[config.mk]
export PLATFORM = sky130hd
export DESIGN_NAME = opb_simulink_master
export DESIGN_NICKNAME = d
export VERILOG_FILES = /design/src/rtl/opb_simulink_master.sv
export SDC_FILE = /design/constraint.sdc
export NUM_CORES = 1
export LEC_CHECK = 0
export BUFFER_PORTS_ARGS = -buffer_cell sky130_fd_sc_hd__buf_2
export CAP_MARGIN = 25
export CORE_UTILIZATION = 39
export DETAILED_ROUTE_END_ITERATION = 10
export HOLD_SLACK_MARGIN = 0.05
export PLACE_DENSITY_LB_ADDON = 0.08
export SLEW_MARGIN = 0
export SYNTH_ARGS = -nofsm -noshare
export SYNTH_HDL_FRONTEND = slang
export SYNTH_SLANG_ARGS = --single-unit
[constraint.sdc]
create_clock -name OPB_Clk -period 3.2 [get_ports OPB_Clk]
set_input_delay 0.48 -clock OPB_Clk [delete_from_list [all_inputs] [get_ports OPB_Clk]]
set_output_delay 0.48 -clock OPB_Clk [all_outputs]
set_load 0.02 [all_outputs]
[src/rtl/opb_simulink_master.sv]
// Single-outstanding OPB master: turns a user command/response handshake into
// OPB request/select transfers with retry back-off and acknowledge timeout.
module opb_simulink_master #(
  parameter int unsigned C_OPB_AWIDTH     = 32,
  parameter int unsigned C_OPB_DWIDTH     = 32,
  parameter int unsigned C_TIMEOUT_CYCLES = 16,
  parameter int unsigned C_MAX_RETRY      = 3
) (
  input  logic                        OPB_Clk,
  input  logic                        OPB_Rst,
  // user command side
  input  logic                        cmd_valid,
  input  logic [C_OPB_AWIDTH-1:0]     cmd_addr,
  input  logic [C_OPB_DWIDTH-1:0]     cmd_wdata,
  input  logic [C_OPB_DWIDTH/8-1:0]   cmd_be,
  input  logic                        cmd_rnw,
  output logic                        cmd_ready,
  output logic                        rsp_valid,
  output logic [C_OPB_DWIDTH-1:0]     rsp_rdata,
  output logic [1:0]                  rsp_status,
  // OPB master side
  output logic                        M_request,
  output logic                        M_select,
  output logic                        M_RNW,
  output logic                        M_seqAddr,
  output logic [0:C_OPB_AWIDTH-1]     M_ABus,
  output logic [0:C_OPB_DWIDTH/8-1]   M_BE,
  output logic [0:C_OPB_DWIDTH-1]     M_DBus,
  input  logic                        OPB_MGrant,
  input  logic [0:C_OPB_DWIDTH-1]     OPB_DBus,
  input  logic                        Sl_xferAck,
  input  logic                        Sl_errAck,
  input  logic                        Sl_retry,
  input  logic                        Sl_toutSup
);

  localparam int unsigned AW   = C_OPB_AWIDTH;
  localparam int unsigned DW   = C_OPB_DWIDTH;
  localparam int unsigned BEW  = C_OPB_DWIDTH / 8;
  localparam int unsigned TO_W = $clog2(C_TIMEOUT_CYCLES + 2);
  localparam int unsigned RT_W = $clog2(C_MAX_RETRY + 2);

  localparam logic [1:0] ST_OK      = 2'b00;
  localparam logic [1:0] ST_ERR     = 2'b01;
  localparam logic [1:0] ST_TIMEOUT = 2'b10;
  localparam logic [1:0] ST_RETRY   = 2'b11;

  typedef enum logic [2:0] {
    S_IDLE    = 3'd0,
    S_REQ     = 3'd1,
    S_XFER    = 3'd2,
    S_BACKOFF = 3'd3,
    S_RESP    = 3'd4
  } state_e;

  state_e            state_q, state_d;
  logic [AW-1:0]     addr_q, addr_d;
  logic [DW-1:0]     wdata_q, wdata_d;
  logic [BEW-1:0]    be_q, be_d;
  logic              rnw_q, rnw_d;
  logic [TO_W-1:0]   tout_q, tout_d, tout_inc;
  logic [RT_W-1:0]   retry_q, retry_d, retry_inc;
  logic              cmd_ready_q, cmd_ready_d;
  logic              rsp_valid_q, rsp_valid_d;
  logic [DW-1:0]     rsp_rdata_q, rsp_rdata_d;
  logic [1:0]        rsp_status_q, rsp_status_d;
  logic              m_request_q, m_request_d;
  logic              m_select_q, m_select_d;
  logic              m_rnw_q, m_rnw_d;
  logic [AW-1:0]     m_abus_q, m_abus_d;
  logic [BEW-1:0]    m_be_q, m_be_d;
  logic [DW-1:0]     m_dbus_q, m_dbus_d;
  logic              xfer_next;

  always_ff @(posedge OPB_Clk or negedge OPB_Rst) begin
    if (!OPB_Rst) begin
      state_q      <= S_IDLE;
      addr_q       <= '0;
      wdata_q      <= '0;
      be_q         <= '0;
      rnw_q        <= 1'b0;
      tout_q       <= '0;
      retry_q      <= '0;
      cmd_ready_q  <= 1'b0;
      rsp_valid_q  <= 1'b0;
      rsp_rdata_q  <= '0;
      rsp_status_q <= ST_OK;
      m_request_q  <= 1'b0;
      m_select_q   <= 1'b0;
      m_rnw_q      <= 1'b0;
      m_abus_q     <= '0;
      m_be_q       <= '0;
      m_dbus_q     <= '0;
    end else begin
      state_q      <= state_d;
      addr_q       <= addr_d;
      wdata_q      <= wdata_d;
      be_q         <= be_d;
      rnw_q        <= rnw_d;
      tout_q       <= tout_d;
      retry_q      <= retry_d;
      cmd_ready_q  <= cmd_ready_d;
      rsp_valid_q  <= rsp_valid_d;
      rsp_rdata_q  <= rsp_rdata_d;
      rsp_status_q <= rsp_status_d;
      m_request_q  <= m_request_d;
      m_select_q   <= m_select_d;
      m_rnw_q      <= m_rnw_d;
      m_abus_q     <= m_abus_d;
      m_be_q       <= m_be_d;
      m_dbus_q     <= m_dbus_d;
    end
  end

  // Next state plus registered outputs decoded from the next state, so every
  // M_* strobe lines up exactly with the state it belongs to.
  always_comb begin
    state_d      = state_q;
    addr_d       = addr_q;
    wdata_d      = wdata_q;
    be_d         = be_q;
    rnw_d        = rnw_q;
    tout_d       = tout_q;
    retry_d      = retry_q;
    rsp_rdata_d  = rsp_rdata_q;
    rsp_status_d = rsp_status_q;
    tout_inc     = tout_q + TO_W'(!Sl_toutSup);
    retry_inc    = retry_q + RT_W'(1);

    case (state_q)
      S_IDLE: begin
        if (cmd_valid && cmd_ready_q) begin
          addr_d  = cmd_addr;
          wdata_d = cmd_wdata;
          be_d    = cmd_be;
          rnw_d   = cmd_rnw;
          retry_d = '0;
          state_d = S_REQ;
        end
      end
      S_REQ: begin
        if (OPB_MGrant) begin
          tout_d  = '0;
          state_d = S_XFER;
        end
      end
      S_XFER: begin
        // Priority: xferAck > errAck > retry > timeout; every failure zeroes rdata.
        if (Sl_xferAck) begin
          if (rnw_q) rsp_rdata_d = OPB_DBus;
          rsp_status_d = ST_OK;
          state_d      = S_RESP;
        end else if (Sl_errAck) begin
          rsp_rdata_d  = '0;
          rsp_status_d = ST_ERR;
          state_d      = S_RESP;
        end else if (Sl_retry) begin
          retry_d = retry_inc;
          if (retry_inc <= RT_W'(C_MAX_RETRY)) begin
            state_d = S_BACKOFF;
          end else begin
            rsp_rdata_d  = '0;
            rsp_status_d = ST_RETRY;
            state_d      = S_RESP;
          end
        end else begin
          tout_d = tout_inc;
          if (tout_inc == TO_W'(C_TIMEOUT_CYCLES)) begin
            rsp_rdata_d  = '0;
            rsp_status_d = ST_TIMEOUT;
            state_d      = S_RESP;
          end
        end
      end
      S_BACKOFF: state_d = S_REQ;
      S_RESP:    state_d = S_IDLE;
      default:   state_d = S_IDLE;
    endcase

    xfer_next   = (state_d == S_XFER);
    cmd_ready_d = (state_d == S_IDLE);
    rsp_valid_d = (state_d == S_RESP);
    m_request_d = (state_d == S_REQ);
    m_select_d  = xfer_next;
    m_rnw_d     = xfer_next && rnw_d;
    m_abus_d    = xfer_next ? addr_d : '0;
    m_be_d      = xfer_next ? be_d : '0;
    m_dbus_d    = (xfer_next && !rnw_d) ? wdata_d : '0;
  end

  // User bit 31 lands on OPB bit 0 by plain MSB-to-MSB assignment.
  assign cmd_ready  = cmd_ready_q;
  assign rsp_valid  = rsp_valid_q;
  assign rsp_rdata  = rsp_rdata_q;
  assign rsp_status = rsp_status_q;
  assign M_request  = m_request_q;
  assign M_select   = m_select_q;
  assign M_RNW      = m_rnw_q;
  assign M_seqAddr  = 1'b0;
  assign M_ABus     = m_abus_q;
  assign M_BE       = m_be_q;
  assign M_DBus     = m_dbus_q;

endmodule

==> impl.org <==
** Routing
- Detailed-route DRC error count :: 0
- Post-route antenna net violation count :: 0
- Total detailed-routing wirelength :: 17.22 mm
- Detailed routing inserted a total of 5285 vias.
- Iteration-0 DRC count of the detailed router :: 193
- The first TritonRoute pass finished after 5 iterations.
- After detailed routing, the average wire length per cell comes to 16.28 um.
- Via-per-instance ratio :: 4.995

** Power
- In this run the static leakage power is 0.004516 uW.
- For this design the ratio of total power to cell area is 974.7 mW/mm^2.
- Max IR drop VDD :: 0.4168 mV

** STA
- Actual transition at the worst max-transition pin :: 933.5 ps
- Share of the clock period used by the worst path :: 79.12%
- Final number of setup-violating endpoints :: 0
- Final hold vios :: 0
- Final Critical Period :: 2532 ps
- Between clock sinks in the finished design, the worst skew comes to 13.09 ps.
- In this run the tightest slew margin relative to its limit is 37.77%.
- Based on the critical path, the design can be clocked at up to 394.9 MHz.
- Setup repair after global routing left no endpoint under its margin.
- Final slew viol count :: 0
- Setup TNS :: 0 ps

** Floorplanning
- The floorplan step defined a die boundary enclosing 0.01981 mm^2.
- For this configuration, the core starts out at a cell density of 40.00%.
- Die Y :: 140.7 um
- Overall die width :: 140.7 um
- The floorplan has 50 rows.
- 217 I/O pins were placed.
- The floorplan step defined a core boundary enclosing 0.01877 mm^2.

** Clocking
- Clock root buffer :: clkbuf_16
- TritonCTS clock tree :: yes
- Clock edge transition at the registers on the reported setup and hold paths :: 70 ps
- Deepest clock path buffer count :: 2
- The number of hold buffers added after CTS was 0.
- Number of buffers inserted by post-CTS setup repair :: 0
- Counting every sink on the clock net gives 187.
- Clock insertion delay at the later pin of the skew report :: 420 ps
- Counting the buffers created by CTS gives 17.
- CTS resizes :: 0
- Total number of H-tree levels :: 4

** Global routing
- Number of antenna violations at the first check in global routing :: 0
- After global routing, the most crowded layer is met2.
- Met3 Track Usage GR :: 5.944%
- Entering global routing, the biggest net connects 99 pins.
- Met2 usage :: 29.82%
- Met1 Track Usage GR :: 22.52%
- Across every metal layer, demand over resource in global routing totals 18.03%.
- GRT Residual Overflow :: 0
- Number of global-route vias before repair :: 5390
- Global-route wire length before repair :: 27.77 mm

** Synth
- Register bit count reported by yosys :: 187
- After technology mapping, the gate count stands at 607.
- In this run the cell area of the synthesized design comes to 0.007507 mm^2.
- Area share of the largest cell type after synthesis :: 62.33%
- After synthesis, the mean cell area works out to 12.37 um^2.
- Ranked by total cell area, the synthesized netlist is headed by dfrtp_1 (62%), mux2_2 (10%), nand2_1 (3.8%), a21o_1 (3.2%), nor3b_1 (2.8%).
- The synthesized design contains 0 enable-type register cells.
- Counting every net in the synthesized netlist gives 720.
- Number of distinct library cells after synthesis :: 38
- Share of async-settable or async-resettable flops after synthesis :: 100.0%
- The most used flip-flop cell after synthesis is dfrtp_1.
- For this run, the number of Yosys warnings is 0.
- Sequential elements use 62.33% of the synthesized area.
- Synth area leader :: dfrtp_1

** Placed design
- Post-DP HPWL :: 11.44 mm
- Port Buffer Count :: 215
- GPL Wtd Cong :: 0.7339

** Min path
- The tightest min-delay check is of the primary input to async pin type.

** Finish
- After the last flow step, the layout net total stands at 925.
- Once layout is complete, the utilization of the core stands at 49.75%.
- The library cells used most frequently in the layout, excluding fill and tap cells, are buf_2 (214), dfrtp_1 (187), nand2_1 (74).
- Fraction of final layout cells with drive strength greater than 1 :: 42.41%
- Growth of design area from synthesis to finish :: 24.38%
- Leaving out fill and tap cells, the most frequent cell in the layout is buf_2.

** Flow run
- Max-cap violations :: 0

** Setup path
- Endpoint kind of the worst setup timing path :: flip-flop
- Cell Chain, Critical Path :: inv_1, ha_1, or3_1, and4_1, nand2b_1, or2_1, buf_4, o31ai_1
- Among all stages on the critical path, the largest delay is contributed by or3_1.
- In this run the worst path has a maximum fanout of 30.
- CP arrival :: 2860 ps
- The largest single stage delay on the critical path is 390 ps.
- Worst setup SP type :: flip-flop
- Register-to-register setup slack :: 670 ps
- The worst setup path is of the flip-flop to flip-flop kind.
- STA puts the critical path data required time at 3520 ps.

** Outcome
- Status :: complete, no violations
[worst max-delay path, delay by kind of cell, from the launching register on]
family,cells,cell delay (ps)
AOI/OAI and AO/OA,1,260
adders and majority gates,1,300
buffers and inverters,2,360
DFF,1,370
and+or+nand+nor,4,1140
[area by class of cell]
class / instances / area, um^2
Multi-Input combinational cell: 369 / 2556
Clock buffer: 17 / 425.4
Antenna cell: 1 / 2.502
Sequential cell: 187 / 4679
Fill cell: 1743 / 9430
Tap cell: 234 / 292.8
Timing Repair Buffer: 231 / 1240
Inverter: 6 / 22.52
Clock inverter: 13 / 118.9
[per-stage QoR]
| step | power, uW | instance area [um^2] | hold WS [ps] | instances | setup slack, ps |
|---|---|---|---|---|---|
| 6_report | 9102 | 9338 | 122.1 | 1058 | 668.0 |
| 5_1_grt | 9726 | 9335 | 219.1 | 1057 | 535.8 |
| 4_1_cts | 9233 | 9335 | 189.0 | 1057 | 638.0 |
| 3_5_place_dp | 7230 | 8791 | 479.8 | 1027 | 535.5 |
| 3_3_place_gp | 7104 | 8791 | 473.3 | 1027 | 645.3 |
| 2_1_floorplan | 6173 | 7507 | 184.4 | 607 | 963.9 |
[state kept, by name (all words and copies together) (netlist names)]
register and cells:
M_BE 4, tout_q 5, state_q 3, rsp_rdata 32
wdata_q 32, addr_q 32, rnw_q 1, M_ABus 32
rsp_status 2, M_select 1, rsp_valid 1, retry_q 3
M_request 1, be_q 4, cmd_ready 1, M_DBus 32
M_RNW 1
[Yosys cell counts, types with 2 or more instances]
library cell	n
dfrtp_1	187
nand2_1	75
mux2_2	69
o21ai_0	42
nand3_1	35
a21o_1	32
nor3_1	30
nor3b_1	28
clkbuf_1	24
buf_6	11
nor2_1	10
nor3b_2	8
buf_2	6
inv_1	6
buf_4	4
ha_1	4
nand3b_1	4
nand2b_1	3
nor3_2	3
xnor2_1	3
a21oi_1	2
a22o_1	2
mux2i_1	2
or2_2	2
or3_1	2
[metal layers]
metal	wire, um	up-vias
met5	0	-
met4	106	0
met2	8410	166
met3	1192	8
li1	-	2494
met1	7511	2617
[power by group]
part	internal, uW	switching (uW)
combinational	1420	2140
sequential	3240	328
clock	1070	905
total	5730	3370
[cell families after synthesis]
| family | after synthesis | synth area share (%) |
|---|---|---|
| AOI/OAI and AO/OA | 85 | 7.150 |
| xor gates and xnor gates | 3 | 0.3501 |
| adders and majority gates | 4 | 0.6667 |
| buffers and inverters | 51 | 3.950 |
| DFF | 187 | 62.33 |
| muxes | 71 | 10.62 |
| other | 1 | 0.04995 |
| and+or+nand+nor | 205 | 14.88 |
[final timing paths]
check | cells past startpoint | endpoint | startpoint
min in group OPB_Clk | 2 | addr_q[22] | cmd_addr[22]
worst max-delay path | 8 | rsp_status[0] | retry_q[0]
worst min-delay path | 1 | M_ABus[4] | OPB_Rst
worst max register to register | 8 | rsp_status[0] | retry_q[0]
worst min register to register | 1 | addr_q[10] | addr_q[10]
max in group asynchronous | 2 | M_DBus[12] | OPB_Rst
No activity file was read; power rests on OpenSTA's default activity.
